[config.mk]
export PLATFORM = sky130hd
export DESIGN_NAME = serdes_link_sequencer_flat
export DESIGN_NICKNAME = d
export VERILOG_FILES = /design/src/rtl/serdes_seq_pkg.sv /design/src/rtl/serdes_link_sequencer_if.sv /design/src/rtl/serdes_link_sequencer_prbs7.sv /design/src/rtl/serdes_link_sequencer.sv /design/src/flat_wrapper.sv
export SDC_FILE = /design/constraint.sdc
export NUM_CORES = 1
export LEC_CHECK = 0
export ABC_AREA = 1
export BUFFER_PORTS_ARGS = -buffer_cell sky130_fd_sc_hd__buf_4
export CAP_MARGIN = 25
export CORE_ASPECT_RATIO = 1.1
export CORE_MARGIN = 4
export CORE_UTILIZATION = 23
export CTS_CLUSTER_SIZE = 16
export DETAILED_ROUTE_END_ITERATION = 12
export GPL_TIMING_DRIVEN = 1
export SLEW_MARGIN = 20
export SYNTH_ARGS = -nofsm -noshare
export SYNTH_HDL_FRONTEND = slang
export SYNTH_SLANG_ARGS = --single-unit
[constraint.sdc]
create_clock -name clk_i -period 3.6 [get_ports clk_i]
set_clock_uncertainty 0.15 [all_clocks]
set_input_delay 0 -clock clk_i [delete_from_list [all_inputs] [get_ports clk_i]]
set_output_delay 0 -clock clk_i [all_outputs]
set_load 0.02 [all_outputs]
[src/rtl/serdes_seq_pkg.sv]
// Shared types and constants for the serializer link sequencer.
// No logic: state encoding, default words and the PRBS seed.
// No handshake of its own.
package serdes_seq_pkg;

   typedef logic [9:0] word_t;

   typedef enum logic [1:0] {
      ST_OFF   = 2'd0,
      ST_HOLD  = 2'd1,
      ST_TRAIN = 2'd2,
      ST_RUN   = 2'd3
   } seq_state_e;

   localparam word_t      IDLE_WORD_DEF  = 10'h354;
   localparam word_t      TRAIN_WORD_DEF = 10'h0F8;
   localparam logic [6:0] PRBS_SEED      = 7'h7F;

   function automatic int max2(input int a, input int b);
      return (a > b) ? a : b;
   endfunction

endpackage

[src/rtl/serdes_link_sequencer_if.sv]
// Requester-side bundle: control and data word streams into the sequencer.
// Combinational: readies follow the valids within the same cycle.
// Valid/ready; a word is taken only in a cycle where both are high.
interface serdes_link_sequencer_if;
   import serdes_seq_pkg::*;

   word_t c_data_i;
   logic  c_valid_i;
   logic  c_ready_o;
   word_t d_data_i;
   logic  d_valid_i;
   logic  d_ready_o;

   modport master (output c_data_i, c_valid_i, d_data_i, d_valid_i,
                   input  c_ready_o, d_ready_o);
   modport slave  (input  c_data_i, c_valid_i, d_data_i, d_valid_i,
                   output c_ready_o, d_ready_o);
endinterface

[src/rtl/serdes_link_sequencer_prbs7.sv]
// PRBS7 (x^7+x^6+1) word generator, 10 bits per step LSB first (SEQ_PRBS_TRAIN_EN only).
// Word is combinational from the LFSR state; the state moves on the next edge.
// No backpressure: load wins over advance, otherwise it holds.
`ifdef SEQ_PRBS_TRAIN_EN
module prbs7_word_gen
   import serdes_seq_pkg::*;
(
   input  logic       clk_i,
   input  logic       rst_n_i,
   input  logic       load_i,
   input  logic [6:0] seed_i,
   input  logic       advance_i,
   output word_t      word_o
);
   logic [6:0] lfsr_q, lfsr_d, walk;
   logic       fb;

   always_comb begin
      walk   = lfsr_q;
      fb     = 1'b0;
      word_o = '0;
      for (int j = 0; j < 10; j++) begin
         fb        = walk[6] ^ walk[5];
         word_o[j] = fb;
         walk      = {walk[5:0], fb};
      end
      lfsr_d = load_i ? seed_i : (advance_i ? walk : lfsr_q);
   end

   always_ff @(posedge clk_i) begin
      if (!rst_n_i) lfsr_q <= PRBS_SEED;
      else          lfsr_q <= lfsr_d;
   end
endmodule
`endif

[src/rtl/serdes_link_sequencer.sv]
// Lane sequencer: OFF/HOLD/TRAIN/RUN in front of the OSERDES, then control/data arbitration (PRBS training with SEQ_PRBS_TRAIN_EN).
// Granted word reaches p_data_o one cycle after its handshake; status outputs lag the state by one cycle.
// Readies are low outside RUN; data can stall control only after CTRL_BURST back-to-back control grants.
module serdes_link_sequencer
   import serdes_seq_pkg::*;
#(
   parameter int    RST_HOLD    = 16,
   parameter int    TRAIN_WORDS = 1024,
   parameter int    CTRL_BURST  = 4,
   parameter word_t IDLE_WORD   = IDLE_WORD_DEF,
   parameter word_t TRAIN_WORD  = TRAIN_WORD_DEF
)(
   input  logic                    clk_i,
   input  logic                    a_rst_n_i,
   input  logic                    enable_i,
   input  logic                    retrain_i,
   serdes_link_sequencer_if.slave  req,
   output word_t                   p_data_o,
   output logic                    serdes_rst_n_o,
   output logic                    link_up_o,
   output logic [1:0]              state_o
);
   localparam int CW = $clog2(max2(RST_HOLD, TRAIN_WORDS) + 1);
   localparam int BW = $clog2(CTRL_BURST + 1);
   localparam logic [CW-1:0] HOLD_LAST  = CW'(RST_HOLD - 1);
   localparam logic [CW-1:0] TRAIN_LAST = CW'(TRAIN_WORDS - 1);
   localparam logic [BW-1:0] BURST_MAX  = BW'(CTRL_BURST);

   seq_state_e    state_q, state_d;
   logic [CW-1:0] cnt_q, cnt_d;
   logic [BW-1:0] burst_q, burst_d;
   word_t         p_data_q, p_data_d, train_word;
   logic          srst_q, srst_d, link_q, link_d;
   logic          run, c_grant, d_grant;

   always_ff @(posedge clk_i) begin
      if (!a_rst_n_i) begin
         state_q <= ST_OFF;
         cnt_q   <= '0;
      end else begin
         state_q <= state_d;
         cnt_q   <= cnt_d;
      end
   end

   // Disable beats retrain, retrain beats the terminal-count transitions.
   always_comb begin
      state_d = state_q;
      cnt_d   = cnt_q;
      if (!enable_i) begin
         state_d = ST_OFF;
         cnt_d   = '0;
      end else if (retrain_i && (state_q == ST_TRAIN || state_q == ST_RUN)) begin
         state_d = ST_TRAIN;
         cnt_d   = '0;
      end else begin
         case (state_q)
            ST_OFF: begin
               state_d = ST_HOLD;
               cnt_d   = '0;
            end
            ST_HOLD: begin
               if (cnt_q == HOLD_LAST) begin
                  state_d = ST_TRAIN;
                  cnt_d   = '0;
               end else begin
                  cnt_d = cnt_q + 1'b1;
               end
            end
            ST_TRAIN: begin
               if (cnt_q == TRAIN_LAST) begin
                  state_d = ST_RUN;
                  cnt_d   = '0;
               end else begin
                  cnt_d = cnt_q + 1'b1;
               end
            end
            default: ;
         endcase
      end
   end

`ifdef SEQ_PRBS_TRAIN_EN
   logic train_load;
   assign train_load = (state_d == ST_TRAIN) && (state_q != ST_TRAIN || retrain_i);

   prbs7_word_gen u_prbs (
      .clk_i     (clk_i),
      .rst_n_i   (a_rst_n_i),
      .load_i    (train_load),
      .seed_i    (PRBS_SEED),
      .advance_i (state_q == ST_TRAIN),
      .word_o    (train_word)
   );
`else
   assign train_word = TRAIN_WORD;
`endif

   always_comb begin
      run           = (state_q == ST_RUN);
      req.c_ready_o = run && !(req.d_valid_i && burst_q == BURST_MAX);
      req.d_ready_o = run && req.d_valid_i && !(req.c_valid_i && req.c_ready_o);
      c_grant       = req.c_valid_i && req.c_ready_o;
      d_grant       = req.d_ready_o;

      burst_d = burst_q;
      if (d_grant || !req.d_valid_i)
         burst_d = '0;
      else if (c_grant && burst_q != BURST_MAX)
         burst_d = burst_q + 1'b1;

      case (state_q)
         ST_TRAIN: p_data_d = train_word;
         ST_RUN:   p_data_d = c_grant ? req.c_data_i : (d_grant ? req.d_data_i : IDLE_WORD);
         default:  p_data_d = IDLE_WORD;
      endcase
      srst_d = (state_q == ST_TRAIN) || run;
      link_d = run;
   end

   always_ff @(posedge clk_i) begin
      if (!a_rst_n_i) begin
         p_data_q <= IDLE_WORD;
         srst_q   <= 1'b0;
         link_q   <= 1'b0;
         burst_q  <= '0;
      end else begin
         p_data_q <= p_data_d;
         srst_q   <= srst_d;
         link_q   <= link_d;
         burst_q  <= burst_d;
      end
   end

   assign p_data_o       = p_data_q;
   assign serdes_rst_n_o = srst_q;
   assign link_up_o      = link_q;
   assign state_o        = state_q;
endmodule
[src/flat_wrapper.sv]
// flat-port wrapper written by rule: the top's interface ports become plain ports
module serdes_link_sequencer_flat import serdes_seq_pkg::*;
#(
   parameter int    RST_HOLD    = 16,
   parameter int    TRAIN_WORDS = 1024,
   parameter int    CTRL_BURST  = 4,
   parameter word_t IDLE_WORD   = IDLE_WORD_DEF,
   parameter word_t TRAIN_WORD  = TRAIN_WORD_DEF
)
  (clk_i, a_rst_n_i, enable_i, retrain_i, p_data_o, serdes_rst_n_o, link_up_o, state_o, req_c_data_i, req_c_valid_i, req_d_data_i, req_d_valid_i, req_c_ready_o, req_d_ready_o);
  serdes_link_sequencer_if req_i ();
  input  logic clk_i;
  input  logic a_rst_n_i;
  input  logic enable_i;
  input  logic retrain_i;
  output word_t p_data_o;
  output logic serdes_rst_n_o;
  output logic link_up_o;
  output logic [1:0] state_o;
  input wire logic [$bits(req_i.c_data_i)-1:0] req_c_data_i;
  input wire logic [$bits(req_i.c_valid_i)-1:0] req_c_valid_i;
  input wire logic [$bits(req_i.d_data_i)-1:0] req_d_data_i;
  input wire logic [$bits(req_i.d_valid_i)-1:0] req_d_valid_i;
  output wire logic [$bits(req_i.c_ready_o)-1:0] req_c_ready_o;
  output wire logic [$bits(req_i.d_ready_o)-1:0] req_d_ready_o;
  assign req_i.c_data_i = req_c_data_i;
  assign req_i.c_valid_i = req_c_valid_i;
  assign req_i.d_data_i = req_d_data_i;
  assign req_i.d_valid_i = req_d_valid_i;
  assign req_c_ready_o = req_i.c_ready_o;
  assign req_d_ready_o = req_i.d_ready_o;
  serdes_link_sequencer #(.RST_HOLD(RST_HOLD), .TRAIN_WORDS(TRAIN_WORDS), .CTRL_BURST(CTRL_BURST), .IDLE_WORD(IDLE_WORD), .TRAIN_WORD(TRAIN_WORD)) u_core (.clk_i(clk_i), .a_rst_n_i(a_rst_n_i), .enable_i(enable_i), .retrain_i(retrain_i), .req(req_i), .p_data_o(p_data_o), .serdes_rst_n_o(serdes_rst_n_o), .link_up_o(link_up_o), .state_o(state_o));
endmodule
==> reports/qor.yml, run 1 <==
sta:
  tns_ps: 0
  finalSetupViolCount: 0
  hold_viol_final: 0
  tightestPinTransition_ps: 439
  rsz0062_at_grt: "no"
  max_freq_ghz: 0.370
  max-slew-margin-rel: 0.707
  period_share: 0.751
  min_period_ps: 2700
  slew_viol_final: 0
logic_synthesis:
  synth_top_family_by_area: "simple AND/OR/NAND/NOR gates"
  synth_most_common_cell: "nand2_1"
  synth_nets: 250
  synth_ff_type: "dfxtp_1"
  synthCells: 215
  synth_warnings: 0
  yosysSeqAreaShare: 0.357
  synthAdderAreaFrac: 0.0718
  syn-cell-area_um2: 1570
  yosys.area_share.simple: 0.362
  synthTopCellsByCount: "nand2_1 (55), dfxtp_1 (28), inv_1 (22)"
  yosys.cell_types.count: 34
  netlist.top_cell.by_area: "dfxtp_1"
  ys_seq_elements: 28
  synthTopCellsByArea: "dfxtp_1 (36%), nand2_1 (13%), ha_1 (7.2%), a21oi_1 (5.4%), nand3_1 (5.4%)"
  avgSynthCellArea_um2: 7.30
  synth.area.mux_share: 0
  synth-xor-area-share: 0.0112
  synth-compound-area-share: 0.124
  synth-edff-count: 0
  synth.top_cell.area_share: 0.357
  async_reset_ff_frac: 0
clocking:
  cts_sinks: 28
  clk-insertion-delay-late_ps: 270
  hold_buffers: 25
  cts_tree: "yes"
  cts_buffers: 3
  htreeDepth: 1
  post_cts_resized: 0
  post_cts_buffers: 0
  clk_path_buf_depth: 2
  cts-root-buf: "clkbuf_8"
  clk_pin_slew_worst_paths_ps: 100
critical_path:
  path_max_fanout: 8
  worstPathArrival_ps: 2720
  reg2reg_slack_ps: 900
  crit_type: "reg -> reg"
  required_ps: 3620
  startpoint_type: "flop"
  cp-end-kind: "flop"
placement:
  dp_hpwl_mm: 3.01
  place.port_buffers: 41
  place_congestion: 0.811
  placement.cell_area_um2: 1970
die:
  rows: 31
  die_w_um: 86.8
  ios: 42
  initial_core_util: 0.238
  die_area_um2: 8210
  die_h_um: 94.6
  core-area_um2: 6590
global_route:
  use_met2: 0.187
  grt_use_total: 0.0991
  grt_pass1_wl_mm: 6.75
  top_usage_layer: "met2"
  antenna_found_initial: 0
  overflow: 0
  grtUsageMet1: 0.115
  met3_usage: 0.0192
  grt_pass1_vias: 1556
  grt_max_degree: 16
final_layout:
  design_area_um2: 2280
  syn_to_final_growth_pct: 45.1
  drive_gt1_frac: 0.247
  antenna_cells: 0
  layout.nets: 319
drt:
  remaining_drc_errors: 0
  wire_per_inst_um: 11.2
  drt_wl_total_mm: 4.09
  via_per_inst: 4.40
  ant_nets: 0
  firstDrtPassIters: 4
  first_iter_violations: 72
  vias: 1605
run:
  maxCapViolations: 0
pwr:
  p_per_area_nw_per_um2: 330
  p_leak_nw: 0.935
  irDropWorstVdd_mv: 0.134
  power_mw: 0.752
status:
  status: "completed"
worst_hold_path:
  hp-class: "in -> reg"
report_power, final:
group / switching (mW) / leakage, nW / internal (mW)
registers: 0.0103 / 0.226 / 0.324
logic: 0.129 / 0.680 / 0.0953
clock network: 0.0957 / 0.0288 / 0.0978
total: 0.235 / 0.935 / 0.517
routing by layer:
metal | vias to the layer above | wire length [µm]
met2 | 42 | 1970
li1 | 838 | -
met1 | 723 | 1830
met4 | 0 | 20
met3 | 2 | 266
met5 | - | 0
metrics by stage:
stage	hold WS [ps]	setup WS, ps	instances	utilization
after floorplan	-21.9	1850	215	-
after global placement	74.8	1620	336	0.299
after detailed placement	76.3	1520	336	0.299
after CTS	96.8	894	365	0.345
after global routing	130	706	365	0.345
final	99.5	896	365	0.345
registers in the layout (all words and copies together) (netlist names):
| register | flops |
|---|---|
| u_core.p_data_o | 10 |
| u_core.cnt_q | 11 |
| u_core.link_up_o | 1 |
| u_core.burst_q | 3 |
| u_core.serdes_rst_n_o | 1 |
| u_core.state_o | 2 |
critical path, cell delays in order, from the launching register on:
cell and delay, ps:
dfxtp_1 470, ha_1 430, nand2_1 80, inv_1 70, nand2_2 100, o22ai_1 130
dlygate4sd3_1 560, nand2_1 50, dlygate4sd3_1 550
final timing paths:
path	startpoint	endpoint	cells after the start
setup / recovery	u_core.state_o[0]	u_core.p_data_o[4]	8
hold / removal	retrain_i	u_core.state_o[0]	6
setup reg to reg	u_core.state_o[0]	u_core.p_data_o[4]	8
hold reg to reg	u_core.burst_q[1]	u_core.burst_q[1]	2
layout by cell type, fill, tap and decap left out, types with 3 or more instances in the layout:
cell | synthesis | routed
o221ai_1 | 3 | 3
clkbuf_8 | 0 | 4
dlygate4sd3_1 | 0 | 25
nor2_1 | 12 | 12
nand2_1 | 55 | 55
nand2_2 | 6 | 6
dfxtp_1 | 28 | 28
nand3_1 | 17 | 17
a21oi_1 | 17 | 17
inv_1 | 22 | 22
ha_1 | 9 | 9
nand3b_1 | 3 | 3
nor2_2 | 5 | 5
nand3_2 | 3 | 3
a31oi_1 | 3 | 3
buf_4 | 0 | 41
nand4_1 | 4 | 4
inv_2 | 3 | 3
layout make-up:
cell class	count	area (µm²)
timing repair buffer	66	558
multi-input combinational	157	893
sequential	28	561
fill	698	4320
inverter	28	106
tap	82	103
clock buffer	4	55.1
cell families (layout without fill, tap and decap cells):
logic type               after synthesis  in the layout
AO/OA/AOI/OAI                         32             32
XOR/XNOR                               2              2
adder cells (fa/ha/maj)                9              9
buffers and inverters                 30             98
flip-flops                            28             28
AND/OR/NAND/NOR                      114            114
No activity file was read; power rests on OpenSTA's default activity.
==> inputs of run 2 (changes only) <==
--- a/config.mk
+++ b/config.mk
@@ -5,7 +5,7 @@
 export SDC_FILE = /design/constraint.sdc
 export NUM_CORES = 1
 export LEC_CHECK = 0
-export ABC_AREA = 1
+export ABC_AREA = 0
 export BUFFER_PORTS_ARGS = -buffer_cell sky130_fd_sc_hd__buf_4
 export CAP_MARGIN = 25
 export CORE_ASPECT_RATIO = 1.1
==> constraint.sdc (replaced) <==
create_clock -name clk_i -period 2.5 [get_ports clk_i]
set_clock_uncertainty 0.15 [all_clocks]
set_input_delay 0 -clock clk_i [delete_from_list [all_inputs] [get_ports clk_i]]
set_output_delay 0 -clock clk_i [all_outputs]
set_load 0.02 [all_outputs]
==> run 2 against run 1 <==
Net effect:
- synthesized cell count is 15% lower
- largest power group unchanged
- area after synthesis decreased by 2.5%
- non-clock buffer count increased by 2
- largest cell class unchanged
- sequential share of layout area increased by 0.64 points
- core utilization increased by 0.82 points
- sequential power up 43%
- clock power is 46% higher
- critical path depth down 1
- highest routed layer unchanged
- maximum frequency increased by 17%
- via count shrank 2.6%
==> reports/qor.yml, run 2 <==
final_layout:
  top_register: "u_core.cnt_q"
  layout.nets: 282  # -12%
  multiInputGateArea_um2: 897  # +0.42%
  drive_gt1_frac: 0.228  # -0.0197
  layout_common_cells: "buf_4 (45), dfxtp_1 (26), dlygate4sd3_1 (23)"
  design_area_um2: 2230  # -2.1%
  antenna_cells: 0  # unchanged
  seqCellArea_um2: 563  # +0.45%
  final.fill_count: 642  # -8.0%
  syn_to_final_growth_pct: 45.6
  final_common_cell: "buf_4"
  largest_reg_flops: 11  # unchanged
logic_synthesis:
  yosysSeqAreaShare: 0.366  # +0.00906
  synthTopCellsByArea: "dfxtp_1 (37%), ha_1 (7.4%), nand2_1 (5.2%), nor2_1 (3.9%), o211ai_1 (3.9%)"
  synth_nets: 217  # -13%
  synth.top_cell.area_share: 0.366  # +0.00906
  synthTopCellsByCount: "dfxtp_1 (28), nand2_1 (21), nor2_1 (16)"
  synth_most_common_cell: "dfxtp_1"
  ys_seq_elements: 28  # unchanged
  netlist.top_cell.by_area: "dfxtp_1"
  synth_warnings: 0  # unchanged
  synth-edff-count: 0  # unchanged
  synth_ff_type: "dfxtp_1"
  yosys.cell_types.count: 37  # +8.8%
  async_reset_ff_frac: 0  # unchanged
  syn-cell-area_um2: 1530  # -2.5%
  synthCells: 182  # -15%
  avgSynthCellArea_um2: 8.41  # +15%
die:
  die_w_um: 85.8  # -1.1%
  die_h_um: 93.5  # -1.1%
  core-area_um2: 6310  # -4.4%
  ios: 42  # unchanged
  initial_core_util: 0.243  # +0.00471
  rows: 30  # -3.2%
  die_area_um2: 8020  # -2.3%
drt:
  firstDrtPassIters: 4  # unchanged
  remaining_drc_errors: 0  # unchanged
  first_iter_violations: 58  # -19%
  wire_per_inst_um: 13.1  # +17%
  ant_nets: 0  # unchanged
  via_per_inst: 4.80  # +9.1%
  vias: 1564  # -2.6%
  drt_wl_total_mm: 4.26  # +4.3%
critical_path:
  required_ps: 2530  # -1090 ps
  startpoint_type: "flop"
  r2r_end: "u_core.p_data_o[2]"
  r2r-start: "u_core.burst_q[0]"
  cp-end-kind: "flop"
  worstPathArrival_ps: 2340  # -380 ps
  crit_type: "reg -> reg"
  r2r_cells: 7  # -1
  reg2reg_slack_ps: 190  # -710 ps
  path_max_fanout: 12  # +4
clocking:
  cts_sinks: 28  # unchanged
  cts_buffers: 3  # unchanged
  post_cts_buffers: 0  # unchanged
  clk_pin_slew_worst_paths_ps: 100  # about the same
  cts_tree: "yes"
  htreeDepth: 1  # unchanged
  cts-root-buf: "clkbuf_8"
  clk-insertion-delay-late_ps: 280  # about the same
  clk_path_buf_depth: 2  # unchanged
placement:
  dp_hpwl_mm: 2.97  # -1.4%
  pre_cts_ws_ps: 372  # -1150 ps
  place.port_buffers: 41  # unchanged
  place_congestion: 0.798  # -1.6%
  placement.cell_area_um2: 1920  # -2.4%
worst_hold_path:
  whs_endpoint: "u_core.burst_q[1]"
  hp-class: "in -> reg"
  min_path_cells: 4  # -2
  hp-start: "req_c_valid_i"
pwr:
  p_sw_frac: 0.279  # -0.0334
  p_leak_nw: 0.810  # -13%
  p_per_area_nw_per_um2: 456  # +38%
  netSwitchingPower_mw: 0.283  # +21%
  power_frac_comb: 0.250  # -0.048
  p_int_mw: 0.733  # +42%
  clkPwrFrac: 0.278  # +0.021
  seqPwrFrac: 0.471  # +0.026
  irDropWorstVdd_mv: 0.196  # +47%
sta:
  tns_ps: 0  # unchanged
  finalSetupViolCount: 0  # unchanged
  min_period_ps: 2310  # -390 ps
  max-slew-margin-rel: 0.542  # -0.165
  finalWorstSetupSlack_ps: 186  # -710 ps
  slew_viol_final: 0  # unchanged
  tightestPinTransition_ps: 678  # +240 ps
  rsz0062_at_grt: "no"
  holdWs_ps: 12.3  # -87.1 ps
  period_share: 0.926  # +0.175
  hold_viol_final: 0  # unchanged
  max_freq_ghz: 0.432  # +17%
global_route:
  grt_max_degree: 20  # +4
  antenna_found_initial: 0  # unchanged
  grt_pass1_wl_mm: 6.76  # +0.21%
  grt_use_total: 0.103  # +0.00361
  overflow: 0  # unchanged
  grt_pass1_vias: 1450  # -6.8%
status:
  status: "completed"
run:
  maxCapViolations: 0  # unchanged
==> run 2: changes by cell type in the layout (fill, tap and decap cells not counted), sizes merged, moves of 4 or more <==
| cell | delta |
|---|---|
| nand2 | -42 |
| o21ai | +7 |
| nand3 | -14 |
| nor4 | +5 |
| o211ai | +7 |
| inv | -13 |
| o311ai | +4 |
| a31oi | +7 |
| xnor2 | +4 |
| a21oi | -13 |
| buf | +4 |
==> run 2: worst max-delay path by stage <==
stage | startpoint | endpoint | slack [ps] | cells past startpoint
after CTS | u_core.state_o[1] | u_core.p_data_o[7] | 30 | 5
after floorplan | u_core.state_o[0] | u_core.p_data_o[4] | 220 | 5
after global placement | u_core.state_o[1] | u_core.cnt_q[7] | 410 | 6
final | u_core.burst_q[0] | u_core.p_data_o[2] | 190 | 7
after global routing | u_core.burst_q[0] | u_core.p_data_o[2] | 30 | 7
after detailed placement | u_core.state_o[1] | u_core.cnt_q[7] | 370 | 6
==> run 2: area by class of cell <==
type / count / share of cell area
clock buffer: 4 / 0.0247
inverter: 12 / 0.0202
multi-input combinational: 134 / 0.403
sequential: 28 / 0.253
tap: 80 / 0.0449
timing repair buffer: 68 / 0.255
==> run 2: per-layer routing <==
metal,vias up,track usage,wire length (µm)
met5,-,0,0
met4,0,0.0277,21
met3,2,0.0247,338
met2,51,0.172,1970
met1,712,0.131,1940
li1,799,-,-
==> run 2: through the flow <==
stage	power [mW]	utilization	std cells
6_report	1.02	0.353	326
5_1_grt	1.07	0.353	326
4_1_cts	1.03	0.350	326
3_5_place_dp	0.705	0.305	299
3_3_place_gp	0.704	0.305	299
2_1_floorplan	0.618	-	182
==> run 2: repair_timing <==
item / in CTS / in global routing
hold buffers: 23 / 0
setup endpoints to repair: 0 / 10
hold endpoints to repair: 15 / 0
resized for setup: 0 / 6
==> run 2: cell families after synthesis <==
kind of cell,share of synthesized area
AO/OA/AOI/OAI,0.217
multiplexers,0.00654
XOR/XNOR,0.0229
buffers and inverters,0.0589
adder cells (fa/ha/maj),0.0736
flip-flops,0.366
AND/OR/NAND/NOR,0.255
==> run 2: critical path, stage by stage (launching register included) <==
cell           delay, ps
dfxtp_1              320
inv_1                 80
ha_1                 190
nand3_1              200
and3_4               310
o311ai_0             310
dlygate4sd3_1        610
nand2_1               50
==> run 2: power groups by stage <==
stage                     combinational, mW  sequential [mW]  clock, mW
after floorplan                       0.117            0.501          0
after global placement                0.220            0.484          0
final                                 0.254            0.479      0.283
after global routing                  0.277            0.482      0.316
after CTS                             0.253            0.475      0.299
after detailed placement              0.220            0.485          0
